## src/rtl/text_console_writer.sv

```systemverilog
// Character-stream to text-VRAM writer: cursor tracking, control-code handling,
// byte-lane glyph packing, scroll-up on overflow and full/row clears over Avalon-MM.
module text_console_writer #(
   parameter int unsigned COLS           = 80,
   parameter int unsigned ROWS           = 30,
   parameter int unsigned WPR            = COLS / 4,
   parameter bit          CLEAR_ON_RESET = 1'b1
) (
   input  logic        CLK_100,
   input  logic        RESET,
   input  logic [7:0]  CHAR_DATA,
   input  logic        CHAR_INV,
   input  logic        CHAR_VALID,
   output logic        CHAR_READY,
   output logic [9:0]  M_ADDR,
   output logic        M_READ,
   output logic        M_WRITE,
   output logic [3:0]  M_BYTE_EN,
   output logic [31:0] M_WRITEDATA,
   input  logic [31:0] M_READDATA,
   input  logic        M_WAITREQUEST,
   input  logic        M_READDATAVALID,
   output logic [6:0]  CURSOR_COL,
   output logic [4:0]  CURSOR_ROW,
   output logic        BUSY
);

   localparam int unsigned AW            = 10;
   localparam logic [AW-1:0] WPR_A        = AW'(WPR);
   localparam logic [AW-1:0] SCROLL_LAST  = AW'((ROWS - 1) * WPR - 1);
   localparam logic [AW-1:0] LAST_ROW_BASE = AW'((ROWS - 1) * WPR);
   localparam logic [AW-1:0] LAST_WORD    = AW'(ROWS * WPR - 1);
   localparam logic [6:0]    COL_LAST     = 7'(COLS - 1);
   localparam logic [4:0]    ROW_LAST     = 5'(ROWS - 1);
   localparam logic [31:0]   BLANK        = 32'h2020_2020;

   typedef enum logic [2:0] {
      ST_CLR_ALL, ST_IDLE, ST_WR_CHAR, ST_SC_RD, ST_SC_WAIT, ST_SC_WR, ST_CLR_ROW
   } state_t;

   state_t         state_q;
   logic [6:0]     col_q;
   logic [4:0]     row_q;
   logic [AW-1:0]  idx_q;
   logic [AW-1:0]  m_addr_q;
   logic           m_read_q;
   logic           m_write_q;
   logic [3:0]     m_be_q;
   logic [31:0]    m_wdata_q;
   logic           char_ready_q;
   logic           busy_q;

   logic           accept_c;
   logic           printable_c;
   logic [7:0]     lane_c;
   logic [AW-1:0]  char_addr_c;

   assign accept_c    = (state_q == ST_IDLE) && char_ready_q && CHAR_VALID;
   assign printable_c = (CHAR_DATA >= 8'h20) && (CHAR_DATA != 8'h7F);
   assign lane_c      = {CHAR_INV, CHAR_DATA[6:0]};
   assign char_addr_c = AW'(row_q) * WPR_A + AW'(col_q[6:2]);

   always_ff @(posedge CLK_100 or posedge RESET) begin
      if (RESET) begin
         state_q      <= CLEAR_ON_RESET ? ST_CLR_ALL : ST_IDLE;
         busy_q       <= CLEAR_ON_RESET;
         col_q        <= '0;
         row_q        <= '0;
         idx_q        <= '0;
         m_addr_q     <= '0;
         m_read_q     <= 1'b0;
         m_write_q    <= 1'b0;
         m_be_q       <= '0;
         m_wdata_q    <= '0;
         char_ready_q <= 1'b0;
      end else begin
         case (state_q)
            ST_IDLE: begin
               char_ready_q <= 1'b1;
               if (accept_c) begin
                  if (printable_c) begin
                     m_write_q    <= 1'b1;
                     m_addr_q     <= char_addr_c;
                     m_be_q       <= 4'b0001 << col_q[1:0];
                     m_wdata_q    <= {4{lane_c}};
                     state_q      <= ST_WR_CHAR;
                     busy_q       <= 1'b1;
                     char_ready_q <= 1'b0;
                  end else if (CHAR_DATA == 8'h0D) begin
                     col_q <= '0;
                  end else if (CHAR_DATA == 8'h0A) begin
                     col_q <= '0;
                     if (row_q == ROW_LAST) begin
                        m_read_q     <= 1'b1;
                        m_addr_q     <= WPR_A;
                        idx_q        <= '0;
                        state_q      <= ST_SC_RD;
                        busy_q       <= 1'b1;
                        char_ready_q <= 1'b0;
                     end else begin
                        row_q <= row_q + 5'd1;
                     end
                  end else if (CHAR_DATA == 8'h08) begin
                     if (col_q != 7'd0) col_q <= col_q - 7'd1;
                  end else if (CHAR_DATA == 8'h0C) begin
                     col_q        <= '0;
                     row_q        <= '0;
                     idx_q        <= '0;
                     state_q      <= ST_CLR_ALL;
                     busy_q       <= 1'b1;
                     char_ready_q <= 1'b0;
                  end
               end
            end

            // Glyph write; cursor advances only once the slave takes it.
            ST_WR_CHAR: begin
               if (!M_WAITREQUEST) begin
                  m_write_q <= 1'b0;
                  if (col_q == COL_LAST && row_q == ROW_LAST) begin
                     col_q    <= '0;
                     m_read_q <= 1'b1;
                     m_addr_q <= WPR_A;
                     idx_q    <= '0;
                     state_q  <= ST_SC_RD;
                  end else begin
                     if (col_q == COL_LAST) begin
                        col_q <= '0;
                        row_q <= row_q + 5'd1;
                     end else begin
                        col_q <= col_q + 7'd1;
                     end
                     state_q      <= ST_IDLE;
                     busy_q       <= 1'b0;
                     char_ready_q <= 1'b1;
                  end
               end
            end

            ST_SC_RD: begin
               if (!M_WAITREQUEST) begin
                  m_read_q <= 1'b0;
                  state_q  <= ST_SC_WAIT;
               end
            end

            ST_SC_WAIT: begin
               if (M_READDATAVALID) begin
                  m_write_q <= 1'b1;
                  m_addr_q  <= idx_q;
                  m_wdata_q <= M_READDATA;
                  m_be_q    <= 4'hF;
                  state_q   <= ST_SC_WR;
               end
            end

            // Copy-back of one word; the last one hands over to the bottom-row clear.
            ST_SC_WR: begin
               if (!M_WAITREQUEST) begin
                  if (idx_q == SCROLL_LAST) begin
                     idx_q     <= LAST_ROW_BASE;
                     m_addr_q  <= LAST_ROW_BASE;
                     m_wdata_q <= BLANK;
                     state_q   <= ST_CLR_ROW;
                  end else begin
                     m_write_q <= 1'b0;
                     m_read_q  <= 1'b1;
                     idx_q     <= idx_q + 10'd1;
                     m_addr_q  <= idx_q + 10'd1 + WPR_A;
                     state_q   <= ST_SC_RD;
                  end
               end
            end

            ST_CLR_ALL, ST_CLR_ROW: begin
               if (!m_write_q) begin
                  m_write_q <= 1'b1;
                  m_addr_q  <= idx_q;
                  m_wdata_q <= BLANK;
                  m_be_q    <= 4'hF;
               end else if (!M_WAITREQUEST) begin
                  if (idx_q == LAST_WORD) begin
                     m_write_q    <= 1'b0;
                     idx_q        <= '0;
                     state_q      <= ST_IDLE;
                     busy_q       <= 1'b0;
                     char_ready_q <= 1'b1;
                  end else begin
                     idx_q    <= idx_q + 10'd1;
                     m_addr_q <= idx_q + 10'd1;
                  end
               end
            end

            default: begin
               m_read_q  <= 1'b0;
               m_write_q <= 1'b0;
               state_q   <= ST_IDLE;
               busy_q    <= 1'b0;
            end
         endcase
      end
   end

   assign CHAR_READY  = char_ready_q;
   assign M_ADDR      = m_addr_q;
   assign M_READ      = m_read_q;
   assign M_WRITE     = m_write_q;
   assign M_BYTE_EN   = m_be_q;
   assign M_WRITEDATA = m_wdata_q;
   assign CURSOR_COL  = col_q;
   assign CURSOR_ROW  = row_q;
   assign BUSY        = busy_q;

endmodule

```

## config.mk

```make
export PLATFORM = sky130hd
export DESIGN_NAME = text_console_writer
export DESIGN_NICKNAME = d
export VERILOG_FILES = /design/src/rtl/text_console_writer.sv
export SDC_FILE = /design/constraint.sdc
export NUM_CORES = 1
export LEC_CHECK = 0
export BUFFER_PORTS_ARGS = -buffer_cell sky130_fd_sc_hd__buf_2
export CORE_MARGIN = 5
export CORE_UTILIZATION = 49
export CTS_BUF_LIST = sky130_fd_sc_hd__clkbuf_4 sky130_fd_sc_hd__clkbuf_8
export DETAILED_ROUTE_END_ITERATION = 8
export PLACE_DENSITY_LB_ADDON = 0.15
export SYNTH_ARGS = -nofsm -noshare
export SYNTH_HDL_FRONTEND = slang
export SYNTH_SLANG_ARGS = --single-unit
```

## constraint.sdc

```tcl
create_clock -name CLK_100 -period 7.13 [get_ports CLK_100]
set_clock_uncertainty 0.15 [all_clocks]
set_input_delay 0.713 -clock CLK_100 [delete_from_list [all_inputs] [get_ports CLK_100]]
set_output_delay 0.713 -clock CLK_100 [all_outputs]
set_load 0.01 [all_outputs]
```

==> impl_metrics.csv, run 1 <==
group,metric,value,unit
setup_path,critPathRequiredTime,7230,ps
detailed_routing,drtIter0Drc,694,
power_and_ir_drop,p_leak,0.00306,uW
power_and_ir_drop,p_sw_share,45.8,%
floorplanning,initial_core_util,49.5,%
sta,fin_crit_sh,46.7,%
power_and_ir_drop,intPower,1350,uW
global_routing,grt_use_total,23.7,%
synth,yosysTopAreaCell,"dfrtp_1",
clocking,numClockSinks,75,
sta,worstMarginPinSlew,1080,ps
synth,synth.distinct_cells,84,
setup_path,path_class,"register to register",
synth,ys_seq_elements,75,
detailed_routing,drc_errors,0,
cells_and_area,area_growth,13.8,%
sta,hold_violations,0,
power_and_ir_drop,ir_drop,0.220,mV
synth,syn_area_per_cell,8.69,sq um
setup_path,path_max_fanout,28,
floorplanning,rows,39,
sta,setup_tns,0,ps
clocking,cts_hold_buf,0,
global_routing,gr-total-overflow,0,
placement,io_buffers,107,
synth,seq_area_frac_synth,33.5,%
synth,synth.area.top_cells,"dfrtp_1 33%, mux2i_1 7.0%, a21oi_1 5.7%, ha_1 4.0%, inv_1 3.9%",
cells_and_area,finalNetCount,798,
clocking,cts_tree,"yes",
cells_and_area,drive_gt1_share,21.8,%
global_routing,grt_pass1_vias,4930,
power_and_ir_drop,p_switching,1140,uW
floorplanning,coreArea,11300,sq um
cells_and_area,n_fill_cell,1061,
detailed_routing,num_vias,5297,
power_and_ir_drop,finalPower,2490,uW
hold_path,hold_class,"register to register",
clocking,h-tree-depth,3,
global_routing,antenna_found_initial,0,
clocking,worstSkewPairLatency,360,ps
synth,yosys_warnings,0,
clocking,cts_root_buf,"clkbuf_8",
global_routing,grt_pass1_wl,25.3,mm
clocking,clk_pin_slew_worst_paths,80,ps
clocking,clk_path_buf_depth,2,
clocking,cts_buffers,9,
synth,ys.flop_type,"dfrtp_1",
detailed_routing,wire_per_inst,18.5,um
sta,setup_viol,0,
synth,synth_top_area_share,33.0,%
synth,yosysMostFrequentCell,"dfrtp_1",
power_and_ir_drop,power_density,390,nW/um^2
power_and_ir_drop,pwr-share-clk,15.3,%
synth,synthTopCellsByCount,"74 x dfrtp_1, 64 x a21oi_1, 58 x inv_1",
global_routing,grt_max_degree,76,
clocking,post_cts_resized,0,
floorplanning,die_w,117,um
synth,ys_async_sr_fraction,100,%
power_and_ir_drop,p_comb_share,54.9,%
sta,slew-limit-headroom,27.6,%
setup_path,crit_arrival,3430,ps
floorplanning,io_pins,108,
synth,synth_edf_count,0,
cells_and_area,postLayoutCoreUtil,56.4,%
detailed_routing,routed_via_density,6.02,
floorplanning,die_area,13700,sq um
setup_path,end_kind,"register",
synth,syn_nets,711,
sta,finalMaxSlewViolations,0,
sta,rsz0062_at_grt,"false",
sta,fmax,300,MHz
clocking,postCtsSetupRepairBufs,0,
synth,synthCells,645,
detailed_routing,wl,16.2,mm
run,maxCapViolCount,0,
floorplanning,die_h,117,um
detailed_routing,antenna_left,0,
placement,dp_hpwl,12.1,mm
placement,gp_congestion,0.951,
power_and_ir_drop,pwr-share-seq,29.8,%
detailed_routing,drtPass1Iterations,6,
synth,syn-cell-area,5610,sq um
sta,fin_crit,3330,ps
status,status,"finished, final reports clean",
cells_and_area,antenna_cells,0,
setup_path,start_kind,"register",
==> layout by cell type, fill, tap and decap left out, drive strengths merged, types with 3 or more instances in the layout <==
master and instances:
a211oi 5, a21o 9, a21oi 64, a221oi 5
a22oi 4, a31oi 10, a32o 4, and2 10
and3 6, buf 112, clkbuf 11, dfrtp 74
ha 18, inv 59, mux2 12, mux2i 39
nand2 40, nand2b 9, nand3 21, nand4 8
nor2 45, nor2b 11, nor3 13, nor3b 3
nor4 4, o211ai 7, o21a 4, o21ai 38
o22ai 11, o31ai 6, or2 4, or3 4
or3b 3, or4 3, xnor2 11, xor2 4
==> power by group through the flow <==
stage	Combinational (uW)	Sequential, uW	Clock (uW)
3_3_place_gp	1340	738	0
4_1_cts	1370	739	390
6_report	1370	743	380
2_1_floorplan	1030	734	0
5_1_grt	1500	762	406
3_5_place_dp	1360	748	0
==> area by class of cell <==
class,instances,area (sq um),area share (%)
well taps,143,179,2.80
flip-flops and latches,75,1880,29.4
clock inverters,5,85.1,1.33
inverters,58,218,3.41
repair buffers,112,573,8.98
multi-input cells,476,3300,51.8
clock buffers,11,145,2.27
==> logic make-up after synthesis <==
logic type                 after synthesis  share of synthesized area [%]
buffers and inverters                   94                           7.65
AOI/OAI and AO/OA                      196                           23.0
and+or+nand+nor                        192                           18.5
DFF                                     75                           33.5
adders and majority gates               21                           4.91
muxes                                   51                           9.77
xor gates and xnor gates                16                           2.74
==> final timing paths <==
path / to / startpoint / depth (start not counted) / slack [ps]
max: M_ADDR[8]$_DFFE_PP0P_ / state_q[0]$_DFFE_PP0P_ / 6 / 3800
min in group asynchronous: M_ADDR[7]$_DFFE_PP0P_ / RESET / 3 / 480
max in group asynchronous: CURSOR_ROW[2]$_DFFE_PP0P_ / RESET / 3 / 5690
min reg2reg: M_WRITEDATA[12]$_DFFE_PP0P_ / M_WRITEDATA[12]$_DFFE_PP0P_ / 2 / 370
min: M_WRITEDATA[12]$_DFFE_PP0P_ / M_WRITEDATA[12]$_DFFE_PP0P_ / 2 / 370
max reg2reg: M_ADDR[8]$_DFFE_PP0P_ / state_q[0]$_DFFE_PP0P_ / 6 / 3800
==> sequential cells by signal, summed over array words and instances (netlist names) <==
signal	flops
M_WRITEDATA	32
idx_q	10
BUSY	1
M_READ	1
state_q	3
CURSOR_ROW	5
M_WRITE	1
CURSOR_COL	7
M_BYTE_EN	4
M_ADDR	10
CHAR_READY	1
==> per-layer routing <==
metal  track usage, %  share of wire (%)
met5                0                  0
met4             8.41                1.8
met3             4.01                8.7
met2             35.8                 45
met1             34.2                 45
==> through the flow <==
step	area, sq um	hold WS (ps)	instances	worst slack [ps]
finish	6380	370	880	3800
global route	6380	385	880	3630
CTS	6380	371	880	3820
detailed placement	6150	354	864	3830
global placement	6150	347	864	3910
floorplan	5610	371	645	4360
==> critical path, stage by stage (launching register included) <==
cell	delay, ps
dfrtp_1	970
inv_1	400
nand2b_1	190
a21oi_1	140
a2111oi_4	510
and2_1	500
mux2_4	340
Power figures use the tool's default switching activity.
==> run 2: changes to the inputs <==
ABC_AREA = 1   (was not set)
clock period = 3.01 ns   (was 7.13 ns; I/O delays follow)
==> run 2 against run 1 <==
Net effect:
- hold slack got worse by 290 ps
- flip-flop and latch count did not move
- via count up 1.6%
- power grew 1.5%
- setup slack got worse by 3400 ps
- sequential share of layout area up 1.5 points
- sequential power up 53%
- synthesized cell count increased by 20%
- highest routed layer unchanged
==> impl_metrics.csv, run 2 <==
group,metric,value,unit
setup_path,path_buf_inv,2,
clocking,h-tree-depth,3,
clocking,clk_path_buf_depth,2,
setup_path,path_max_fanout,7,
setup_path,end_kind,"register",
cells_and_area,drive_gt1_share,17.6,%
run,maxCapViolCount,0,
floorplanning,rows,37,
setup_path,critPathRequiredTime,3150,ps
clocking,post_cts_resized,0,
global_routing,grt_pass1_wl,25.2,mm
detailed_routing,antenna_left,0,
synth,ys_seq_elements,75,
global_routing,antenna_found_initial,0,
placement,dp_hpwl,11.4,mm
setup_path,critPathSlowestCell,"fa_1",
global_routing,grtUsageMet2,39.7,%
clocking,cts_buffers,9,
synth,syn-cell-area,5140,sq um
synth,synth_top_area_share,36.0,%
sta,hold_violations,0,
floorplanning,coreArea,10300,sq um
sta,slew-limit-headroom,46.9,%
hold_path,hold_class,"input port to register",
global_routing,grt_pass1_vias,5283,
synth,yosysMostFrequentCell,"nand2_1",
detailed_routing,wire_per_inst,14.7,um
clocking,worstSkewPairLatency,350,ps
placement,io_buffers,107,
cells_and_area,area_growth,18.2,%
placement,post-place-ws,442,ps
setup_path,cp_top_family,"adder cells",
detailed_routing,routed_via_density,5.27,
global_routing,grt.met3_usage,3.83,%
placement,gp_congestion,0.924,
clocking,clk_pin_slew_worst_paths,90,ps
global_routing,grtUsageMet1,32.6,%
synth,synth_edf_count,0,
sta,fmax,380,MHz
global_routing,grt_max_degree,40,
synth,seq_area_frac_synth,36.5,%
synth,yosysTopAreaCell,"dfrtp_1",
floorplanning,die_w,112,um
synth,synthTopCellsByCount,"328 x nand2_1, 74 x dfrtp_1, 61 x inv_1",
sta,timing.final.ws_setup,379,ps
sta,rsz0062_at_grt,"false",
synth,ys_async_sr_fraction,100,%
synth,ys.flop_type,"dfrtp_1",
cells_and_area,final_common_cell,"nand2_1",
synth,synthCells,776,
setup_path,crit_top_cell,"nand2_1",
clocking,numClockSinks,75,
floorplanning,die_h,112,um
global_routing,gr-total-overflow,0,
cells_and_area,layout_common_cells,"328 x nand2_1, 107 x buf_2, 74 x dfrtp_1",
clocking,cts_root_buf,"clkbuf_8",
global_routing,grt_busiest_layer,"met2",
detailed_routing,drc_errors,0,
sta,finalMaxSlewViolations,0,
cells_and_area,antenna_cells,0,
cells_and_area,n_fill_cell,1011,
sta,setup_tns,0,ps
setup_path,crit_path_cell_trace,"ha_1 -> ha_1 -> fa_1 -> nand2_1 -> inv_1 -> nand4_1 -> a21oi_1 -> nand2_1 -> a21oi_1 -> nor2_1 -> nand3_1 -> nand2_1 -> inv_1",
power_and_ir_drop,p_leak,0.00350,uW
power_and_ir_drop,ir_drop,0.255,mV
clocking,cts_tree,"yes",
cells_and_area,largest_register_ffs,32,
setup_path,start_kind,"register",
synth,syn_area_per_cell,6.62,sq um
sta,setup_viol,0,
floorplanning,die_area,12600,sq um
cells_and_area,finalNetCount,946,
power_and_ir_drop,power_density,416,nW/um^2
global_routing,grt_use_total,24.2,%
sta,worstMarginPinSlew,791,ps
sta,fin_crit_sh,87.4,%
floorplanning,io_pins,108,
status,status,"finished, final reports clean",
synth,yosys_warnings,0,
detailed_routing,num_vias,5384,
synth,synth.distinct_cells,40,
floorplanning,initial_core_util,50.0,%
detailed_routing,drtIter0Drc,490,
setup_path,cpPeakStageDelay,540,ps
setup_path,crit_arrival,2770,ps
setup_path,path_class,"register to register",
detailed_routing,wl,15.0,mm
synth,synth.area.top_cells,"dfrtp_1 36%, nand2_1 24%, nand3_1 4.5%, inv_1 4.5%, ha_1 4.4%",
synth,syn_nets,842,
detailed_routing,drtPass1Iterations,5,
sta,fin_crit,2630,ps
-- run 2: changes by cell type in the layout (fill, tap and decap cells not counted), sizes merged, moves of 9 or more --
cell | previous run | this run
o21ai | 38 | 56
nor2b | 11 | 0
a31oi | 10 | 0
mux2 | 12 | 0
nand2 | 40 | 328
and2 | 10 | 0
mux2i | 39 | 1
inv | 59 | 74
nor2 | 45 | 64
nand2b | 9 | 0
a21oi | 64 | 25
a21o | 9 | 0
nand3 | 21 | 47
-- run 2: metrics by stage --
| stage | hold WS, ps | instances | power [uW] | area, sq um | util [%] |
|---|---|---|---|---|---|
| after floorplan | 340 | 776 | 1410 | 5140 | - |
| after global placement | 252 | 1004 | 1560 | 5810 | 56.6 |
| after detailed placement | 268 | 1004 | 1570 | 5810 | 56.6 |
| after CTS | 69.6 | 1021 | 2540 | 6070 | 59.1 |
| after global routing | 84.9 | 1021 | 2670 | 6070 | 59.1 |
| final | 79.3 | 1021 | 2530 | 6070 | 59.1 |
-- run 2: cells by family (layout without fill, tap and decap cells) --
| kind of cell | count (synthesis) | in the layout | synth area share (%) |
|---|---|---|---|
| AO/OA/AOI/OAI | 100 | 100 | 10.9 |
| XOR/XNOR | 17 | 17 | 2.90 |
| adder cells (fa/ha/maj) | 20 | 20 | 5.16 |
| buffers and inverters | 96 | 205 | 7.33 |
| flip-flops | 75 | 75 | 36.5 |
| multiplexers | 1 | 1 | 0.195 |
| AND/OR/NAND/NOR | 467 | 467 | 37.0 |
-- run 2: final cells by class --
type | count | area, sq um | area share (%)
multi-input cells | 605 | 2880 | 47.5
clock inverters | 7 | 124 | 2.04
inverters | 73 | 274 | 4.51
flip-flops and latches | 75 | 1880 | 30.9
clock buffers | 9 | 124 | 2.04
well taps | 136 | 170 | 2.80
repair buffers | 116 | 618 | 10.2
-- run 2: worst min-delay path, delay by kind of cell --
kind | cells | cell delay [ps]
buf+inv | 1 | 70
simple gates | 4 | 180
-- run 2: final timing paths --
path / end / start / slack [ps] / cells past startpoint
max: M_ADDR[9]$_DFFE_PP0P_ / CURSOR_ROW[3]$_DFFE_PP0P_ / 380 / 13
max in group asynchronous: M_ADDR[5]$_DFFE_PP0P_ / RESET / 1640 / 4
min reg2reg: M_ADDR[5]$_DFFE_PP0P_ / M_ADDR[5]$_DFFE_PP0P_ / 330 / 2
min in group asynchronous: M_WRITEDATA[28]$_DFFE_PP0P_ / RESET / 420 / 3
min: M_WRITEDATA[0]$_DFFE_PP0P_ / M_READDATA[0] / 80 / 5
max reg2reg: M_ADDR[9]$_DFFE_PP0P_ / CURSOR_ROW[3]$_DFFE_PP0P_ / 380 / 13
-- run 2: per-layer routing --
metal	vias up	share of wire, %
li1	2687	-
met1	2489	44
met2	176	48
met3	32	6.1
met4	0	2.2
met5	-	0
-- run 2: timing repair --
| item | 4_1_cts | 5_1_grt |
|---|---|---|
| hold endpoints to repair | 21 | 0 |
| setup buffers | 0 | 0 |
| hold buffers | 1 | 0 |
-- run 2: where the power goes --
group | total (uW) | internal (uW) | switching, uW
sequential | 1140 | 1070 | 73.1
combinational | 412 | 157 | 255
clock | 977 | 557 | 420
total | 2530 | 1780 | 748
